$ cat src/rtl/ffstdp_pkg.sv
// Shared types, widths and index helpers for the FF-STDP update sequencer.
package ffstdp_pkg;

    localparam int unsigned N_PRE_DEF          = 16;
    localparam int unsigned N_POST_DEF         = 16;
    localparam int unsigned PRE_CNT_WIDTH_DEF  = 8;
    localparam int unsigned POST_CNT_WIDTH_DEF = 7;
    localparam int unsigned WEIGHT_WIDTH_DEF   = 8;

    typedef enum logic [1:0] {
        ST_IDLE   = 2'd0,
        ST_READ   = 2'd1,
        ST_WRITE  = 2'd2,
        ST_FINISH = 2'd3
    } state_t;

    // Index width for an array of n entries (at least one bit).
    function automatic int unsigned idx_w(input int unsigned n);
        return (n > 1) ? $clog2(n) : 1;
    endfunction

    // Synapse address width for an n_pre x n_post crossbar.
    function automatic int unsigned syn_aw(input int unsigned n_pre, input int unsigned n_post);
        return idx_w(n_pre * n_post);
    endfunction

endpackage

$ cat src/rtl/spike_count_bank.sv
// Array of saturating spike counters with one increment port, one read port and a synchronous clear.
module spike_count_bank
    import ffstdp_pkg::*;
#(
    parameter  int unsigned N  = 16,
    parameter  int unsigned W  = 8,
    localparam int unsigned IW = idx_w(N)
) (
    input  logic          clk,
    input  logic          rst_n,
    input  logic          inc,
    input  logic [IW-1:0] inc_idx,
    input  logic          clr,
    input  logic [IW-1:0] rd_idx,
    output logic [W-1:0]  rd_cnt_c
);

    logic [W-1:0] cnt [N];

    // Counters clear on reset or clr; increments stop at all-ones.
    always_ff @(posedge clk or negedge rst_n) begin
        if (!rst_n) begin
            cnt <= '{default: '0};
        end else if (clr) begin
            cnt <= '{default: '0};
        end else if (inc && (cnt[inc_idx] != '1)) begin
            cnt[inc_idx] <= cnt[inc_idx] + W'(1);
        end
    end

    assign rd_cnt_c = cnt[rd_idx];

endmodule

$ cat src/rtl/ffstdp_update_sequencer.sv
// Counts spikes over a sample window, then sweeps every synapse through the update rule.
module ffstdp_update_sequencer
    import ffstdp_pkg::*;
#(
    parameter  int unsigned N_PRE          = N_PRE_DEF,
    parameter  int unsigned N_POST         = N_POST_DEF,
    parameter  int unsigned PRE_CNT_WIDTH  = PRE_CNT_WIDTH_DEF,
    parameter  int unsigned POST_CNT_WIDTH = POST_CNT_WIDTH_DEF,
    parameter  int unsigned WEIGHT_WIDTH   = WEIGHT_WIDTH_DEF,
    localparam int unsigned SYN_AW         = syn_aw(N_PRE, N_POST),
    localparam int unsigned PRE_AW         = idx_w(N_PRE),
    localparam int unsigned POST_AW        = idx_w(N_POST)
) (
    input  logic                      clk,
    input  logic                      rst_n,
    input  logic                      is_train,
    input  logic                      is_pos,
    input  logic                      ctrl_tref_event,
    input  logic                      pre_spike_valid,
    input  logic [PRE_AW-1:0]         pre_spike_addr,
    input  logic                      post_spike_valid,
    input  logic [POST_AW-1:0]        post_spike_addr,
    output logic                      syn_re,
    output logic                      syn_we,
    output logic [SYN_AW-1:0]         syn_addr,
    input  logic [WEIGHT_WIDTH-1:0]   syn_rdata,
    output logic [WEIGHT_WIDTH-1:0]   syn_wdata,
    output logic [PRE_CNT_WIDTH-1:0]  upd_pre_cnt,
    output logic [POST_CNT_WIDTH-1:0] upd_post_cnt,
    output logic [WEIGHT_WIDTH-1:0]   upd_wsyn_curr,
    output logic                      upd_is_pos,
    output logic                      upd_is_train,
    output logic                      upd_ctrl_tref_event,
    input  logic [WEIGHT_WIDTH-1:0]   upd_wsyn_new,
    output logic                      busy,
    output logic                      done
);

    state_t               state, state_n;
    logic [PRE_AW-1:0]    pre_idx, pre_n;
    logic [POST_AW-1:0]   post_idx, post_n;
    logic [SYN_AW-1:0]    addr_n;
    logic                 latch_label;
    logic                 pre_inc, post_inc, cnt_clr;
    logic [PRE_CNT_WIDTH-1:0]  pre_rd;
    logic [POST_CNT_WIDTH-1:0] post_rd;

    spike_count_bank #(.N(N_PRE), .W(PRE_CNT_WIDTH)) u_pre_bank (
        .clk      (clk),
        .rst_n    (rst_n),
        .inc      (pre_inc),
        .inc_idx  (pre_spike_addr),
        .clr      (cnt_clr),
        .rd_idx   (pre_n),
        .rd_cnt_c (pre_rd)
    );

    spike_count_bank #(.N(N_POST), .W(POST_CNT_WIDTH)) u_post_bank (
        .clk      (clk),
        .rst_n    (rst_n),
        .inc      (post_inc),
        .inc_idx  (post_spike_addr),
        .clr      (cnt_clr),
        .rd_idx   (post_n),
        .rd_cnt_c (post_rd)
    );

    // Next state, sweep index walk (pre fastest) and counter control.
    always_comb begin
        state_n     = state;
        pre_n       = pre_idx;
        post_n      = post_idx;
        latch_label = 1'b0;
        pre_inc     = 1'b0;
        post_inc    = 1'b0;
        cnt_clr     = 1'b0;
        unique case (state)
            ST_IDLE: begin
                pre_inc  = pre_spike_valid;
                post_inc = post_spike_valid;
                if (ctrl_tref_event) begin
                    latch_label = 1'b1;
                    pre_n       = '0;
                    post_n      = '0;
                    state_n     = is_train ? ST_READ : ST_FINISH;
                end
            end
            ST_READ: begin
                state_n = ST_WRITE;
            end
            ST_WRITE: begin
                state_n = ST_READ;
                if (pre_idx == PRE_AW'(N_PRE - 1)) begin
                    pre_n = '0;
                    if (post_idx == POST_AW'(N_POST - 1)) begin
                        post_n  = '0;
                        state_n = ST_FINISH;
                    end else begin
                        post_n = post_idx + POST_AW'(1);
                    end
                end else begin
                    pre_n = pre_idx + PRE_AW'(1);
                end
            end
            ST_FINISH: begin
                cnt_clr = 1'b1;
                state_n = ST_IDLE;
            end
            default: state_n = ST_IDLE;
        endcase
        addr_n = SYN_AW'(int'(post_n) * int'(N_PRE) + int'(pre_n));
    end

    // State register plus strobes and update-rule operands registered off the next state.
    always_ff @(posedge clk or negedge rst_n) begin
        if (!rst_n) begin
            state               <= ST_IDLE;
            pre_idx             <= '0;
            post_idx            <= '0;
            upd_is_pos          <= 1'b0;
            upd_is_train        <= 1'b0;
            busy                <= 1'b0;
            done                <= 1'b0;
            syn_re              <= 1'b0;
            syn_we              <= 1'b0;
            upd_ctrl_tref_event <= 1'b0;
            syn_addr            <= '0;
            upd_pre_cnt         <= '0;
            upd_post_cnt        <= '0;
        end else begin
            state    <= state_n;
            pre_idx  <= pre_n;
            post_idx <= post_n;
            if (latch_label) begin
                upd_is_pos   <= is_pos;
                upd_is_train <= is_train;
            end
            busy                <= (state_n != ST_IDLE);
            done                <= (state_n == ST_FINISH);
            syn_re              <= (state_n == ST_READ);
            syn_we              <= (state_n == ST_WRITE);
            upd_ctrl_tref_event <= (state_n == ST_WRITE);
            syn_addr            <= ((state_n == ST_READ) || (state_n == ST_WRITE)) ? addr_n : '0;
            upd_pre_cnt         <= (state_n == ST_WRITE) ? pre_rd  : '0;
            upd_post_cnt        <= (state_n == ST_WRITE) ? post_rd : '0;
        end
    end

    // Weight path stays combinational through the update rule within the write cycle.
    assign upd_wsyn_curr = syn_we ? syn_rdata    : '0;
    assign syn_wdata     = syn_we ? upd_wsyn_new : '0;

endmodule

$ cat config.mk
export PLATFORM = sky130hd
export DESIGN_NAME = ffstdp_update_sequencer
export DESIGN_NICKNAME = d
export VERILOG_FILES = /design/src/rtl/ffstdp_pkg.sv /design/src/rtl/spike_count_bank.sv /design/src/rtl/ffstdp_update_sequencer.sv
export SDC_FILE = /design/constraint.sdc
export NUM_CORES = 1
export LEC_CHECK = 0
export CAP_MARGIN = 20
export CORE_MARGIN = 2
export CORE_UTILIZATION = 45
export CTS_CLUSTER_DIAMETER = 150
export DETAILED_ROUTE_END_ITERATION = 8
export DONT_BUFFER_PORTS = 1
export GPL_TIMING_DRIVEN = 0
export SLEW_MARGIN = 40
export SYNTH_ARGS = -nofsm -noshare
export SYNTH_HDL_FRONTEND = slang
export SYNTH_HIERARCHICAL = 1
export SYNTH_SLANG_ARGS = --single-unit
$ cat constraint.sdc
create_clock -name clk -period 4.47 [get_ports clk]
set_clock_uncertainty 0.05 [all_clocks]
set_input_delay 0.894 -clock clk [delete_from_list [all_inputs] [get_ports clk]]
set_output_delay 0.894 -clock clk [all_outputs]
set_load 0.02 [all_outputs]
==> results.md <==
* H-tree Lvls at 1
* IO buf count at 0
* Starting Density at 45.4%
* Die height at 193 um
* Main synth FF type: dfrtp_1
* Reg-to-reg critical path startpoint: u_post_bank/cnt[98]$_DFFE_PN0P_
* Xor and xnor fraction of the mapped netlist area at 0.857%
* Number of distinct library cells after synthesis at 71
* Critical Path Fanout Max at 10
* Mux cell area share after synthesis at 23.8%
* Setup Fix Bufs, Post-CTS at 0
* Area growth from synthesis to layout at 10.5%
* Syn_area_per_cell at 11.6 um2
* Number of flops mapped to enable cells by yosys at 0
* Rel. slew slack at 39.4%
* Mapped Nets at 1415
* Drt first pass iters at 5
* Total number of vias at 11900
* Synth Instances at 1380
* Post-Synth Simple-Gate Area at 15.1%
* Final setup violation count at 0
* Die width at 193 um
* Routed Antenna Nets at 0
* Worst slew pin tran at 0.909 ns
* CTS clk-pin slew, worst paths at 0.07 ns
* Overall Global Routing Usage at 26.2%
* Global-route wire length before repair at 72500 um
* DR DRC count at 0
* Fin crit share at 96.3%
* Leak at 0.00725 uW
* Synth warnings at 6
* Crit path launch type: primary input
* Critical Path AT at 4.74 ns
* Compound-gate portion of the synthesized area at 11.7%
* Part of the power in registers at 38.8%
* Post-Synth Adder-Cell Area at 0.312%
* Peak Freq at 0.232 GHz
* Reg2reg end: u_post_bank/cnt[78]$_DFFE_PN0P_
* Initial antenna violation count at 1
* FF+latch count, synth at 279
* Clock Power Share at 27.5%
* FFs w/ async S/R, synth at 100%
* Highest ir drop seen on vdd at 0.000366 V
* # clock sinks at 279
* Worst endpoint required time at 4.91 ns
* Final worst path period need at 4.30 ns
* Clk_lat worst skew at 0.58 ns
* Final hold vios at 0
* HPWL Detailed at 32800 um
* Pin count of the biggest net entering global routing at 280
* Placeable core region at 35400 um2
* Max Cap Violations at 0
* Grt ovf at 0
* Mapped cell area at 16100 um2
* WL final at 48100 um
* Largest family of logic cells by synthesized area: multiplexers
* Slew Limit Fails at 0
* Num CTS Buffers at 31
* DR WL/cell at 25.3 um
* Number of global-route vias before repair at 11600
* Psw at 3320 uW
* CTS Root Cell: clkbuf_16
* Pwr dens at 515 nW/um2
* DR vias/cell at 6.28
* GPL Wtd Cong at 0.889
* Fillers at 3170
* Initial DRC count at 1317
* Cell Int Power at 5820 uW
* CTS tree: yes
* RSZ-0062 raised after global routing: false
* R2R Setup Slk at 0.57 ns
* Register area share after synthesis at 43.5%
* Clock buffer depth at 3
* Nets at 1451
* Die Area at 37200 um2
* CP endpoint kind: flip-flop
* Comb pwr share at 33.7%
* I/O pin total at 77
* Worst r2r path cells at 14
* Hold_ws at 0.0962 ns
* Layout cells sized above 1 at 22.1%
* WS Path Type: in2reg
* Sw frac at 36.4%
* Status: finished, final reports clean
* # rows at 69
* Most common cell after layout, fill and taps aside: dfrtp_1
* Total Power at 9140 uW
* Most frequent cells in the layout: dfrtp_1, nor2_1, mux4_2
* Hold Crit Class: in2async
-- layout make-up --
cell class	instances	area, um2	share of cell area, %
antenna	1	2.50	0.0141
buffer	123	724	4.08
clock buffer	48	920	5.18
clock inverter	8	71.3	0.402
inverter	13	53.8	0.303
multi-input combinational	965	8330	46.9
sequential	279	6980	39.4
tap	461	577	3.25
timing repair buffer	3	82.6	0.466
-- worst max-delay path: stages --
cell      delay, ns
buf_2          0.21
buf_4          0.28
buf_4          0.26
mux4_2         0.33
a22oi_1        0.34
nand2_2        0.27
clkbuf_2       0.33
ha_1           0.29
a21boi_1       0.15
and2_1         0.19
buf_2          0.22
xor2_2         0.38
buf_2          0.34
nor2_1         0.08
nor3_1         0.14
-- per-layer routing --
| metal | vias to the layer above | part of all wire (%) | global-route usage (%) |
|---|---|---|---|
| li1 | 5161 | - | - |
| met1 | 6077 | 43 | 38.1 |
| met2 | 622 | 46 | 40.1 |
| met3 | 74 | 9.1 | 5.38 |
| met4 | 0 | 2.2 | 6.99 |
| met5 | - | 0 | 0 |
-- kinds of logic after synthesis --
logic type / after synthesis
AO/OA/AOI/OAI: 214
XOR/XNOR: 11
adder cells (fa/ha/maj): 4
buffers and inverters: 136
flip-flops: 279
multiplexers: 213
AND/OR/NAND/NOR: 523
-- Yosys cell counts, drive strengths merged (21+ instances only) --
library cell  instances  area (um2)
nor2                273        1020
a22oi                21         168
nor3                 48         285
clkbuf               54         203
dfrtp               279        6980
mux4                132        3020
nand3                40         205
and2                 39         246
nand2                68         270
buf                  69         507
a211oi               96         801
a21oi                42         270
mux2i                80         801
-- worst max-delay path by stage --
stage / slack [ns] / start / endpoint
2_1_floorplan: 0.44 / post_spike_addr[0] / u_post_bank/cnt[108]$_DFFE_PN0P_
3_3_place_gp: -0.53 / pre_spike_addr[1] / u_pre_bank/cnt[62]$_DFFE_PN0P_
3_5_place_dp: -0.67 / pre_spike_addr[1] / u_pre_bank/cnt[94]$_DFFE_PN0P_
4_1_cts: 0.13 / pre_spike_addr[1] / u_pre_bank/cnt[118]$_DFFE_PN0P_
5_1_grt: 0.02 / post_spike_addr[1] / u_post_bank/cnt[69]$_DFFE_PN0P_
6_report: 0.17 / pre_spike_addr[1] / u_pre_bank/cnt[116]$_DFFE_PN0P_
-- flip-flops by register name (all words and copies together) (netlist names) --
signal and count:
busy 1, done 1, post_idx 4, pre_idx 4, state 2, syn_addr 8
syn_re 1, u_post_bank/cnt 112, u_pre_bank/cnt 128, upd_ctrl_tref_event 1, upd_is_pos 1, upd_is_train 1
upd_post_cnt 7, upd_pre_cnt 8
-- power by group through the flow --
stage | sequential [uW] | combinational [uW] | clock [uW]
finish | 3550 | 3080 | 2510
global route | 3620 | 3300 | 2670
CTS | 3530 | 3000 | 2570
detailed placement | 3580 | 2990 | 0
global placement | 3540 | 2950 | 0
floorplan | 3430 | 2260 | 0
-- metrics by stage --
stage / cells / instance area (um2) / util [%] / setup slack, ns / setup TNS, ns
2_1_floorplan: 1380 / 16100 / - / 0.444 / 0
3_3_place_gp: 1841 / 16600 / 47.0 / -0.529 / -60.55
3_5_place_dp: 1841 / 16600 / 47.0 / -0.667 / -63.35
4_1_cts: 1897 / 17600 / 49.8 / 0.134 / 0
5_1_grt: 1900 / 17700 / 50.1 / 0.0209 / 0
6_report: 1901 / 17700 / 50.1 / 0.167 / 0
-- timing repair --
item	4_1_cts	5_1_grt
hold endpoints to repair	279	41
pin swaps	0	0
setup endpoints to repair	6	61
resized for setup	1	6
cloned	0	0
Power figures use the tool's default switching activity.
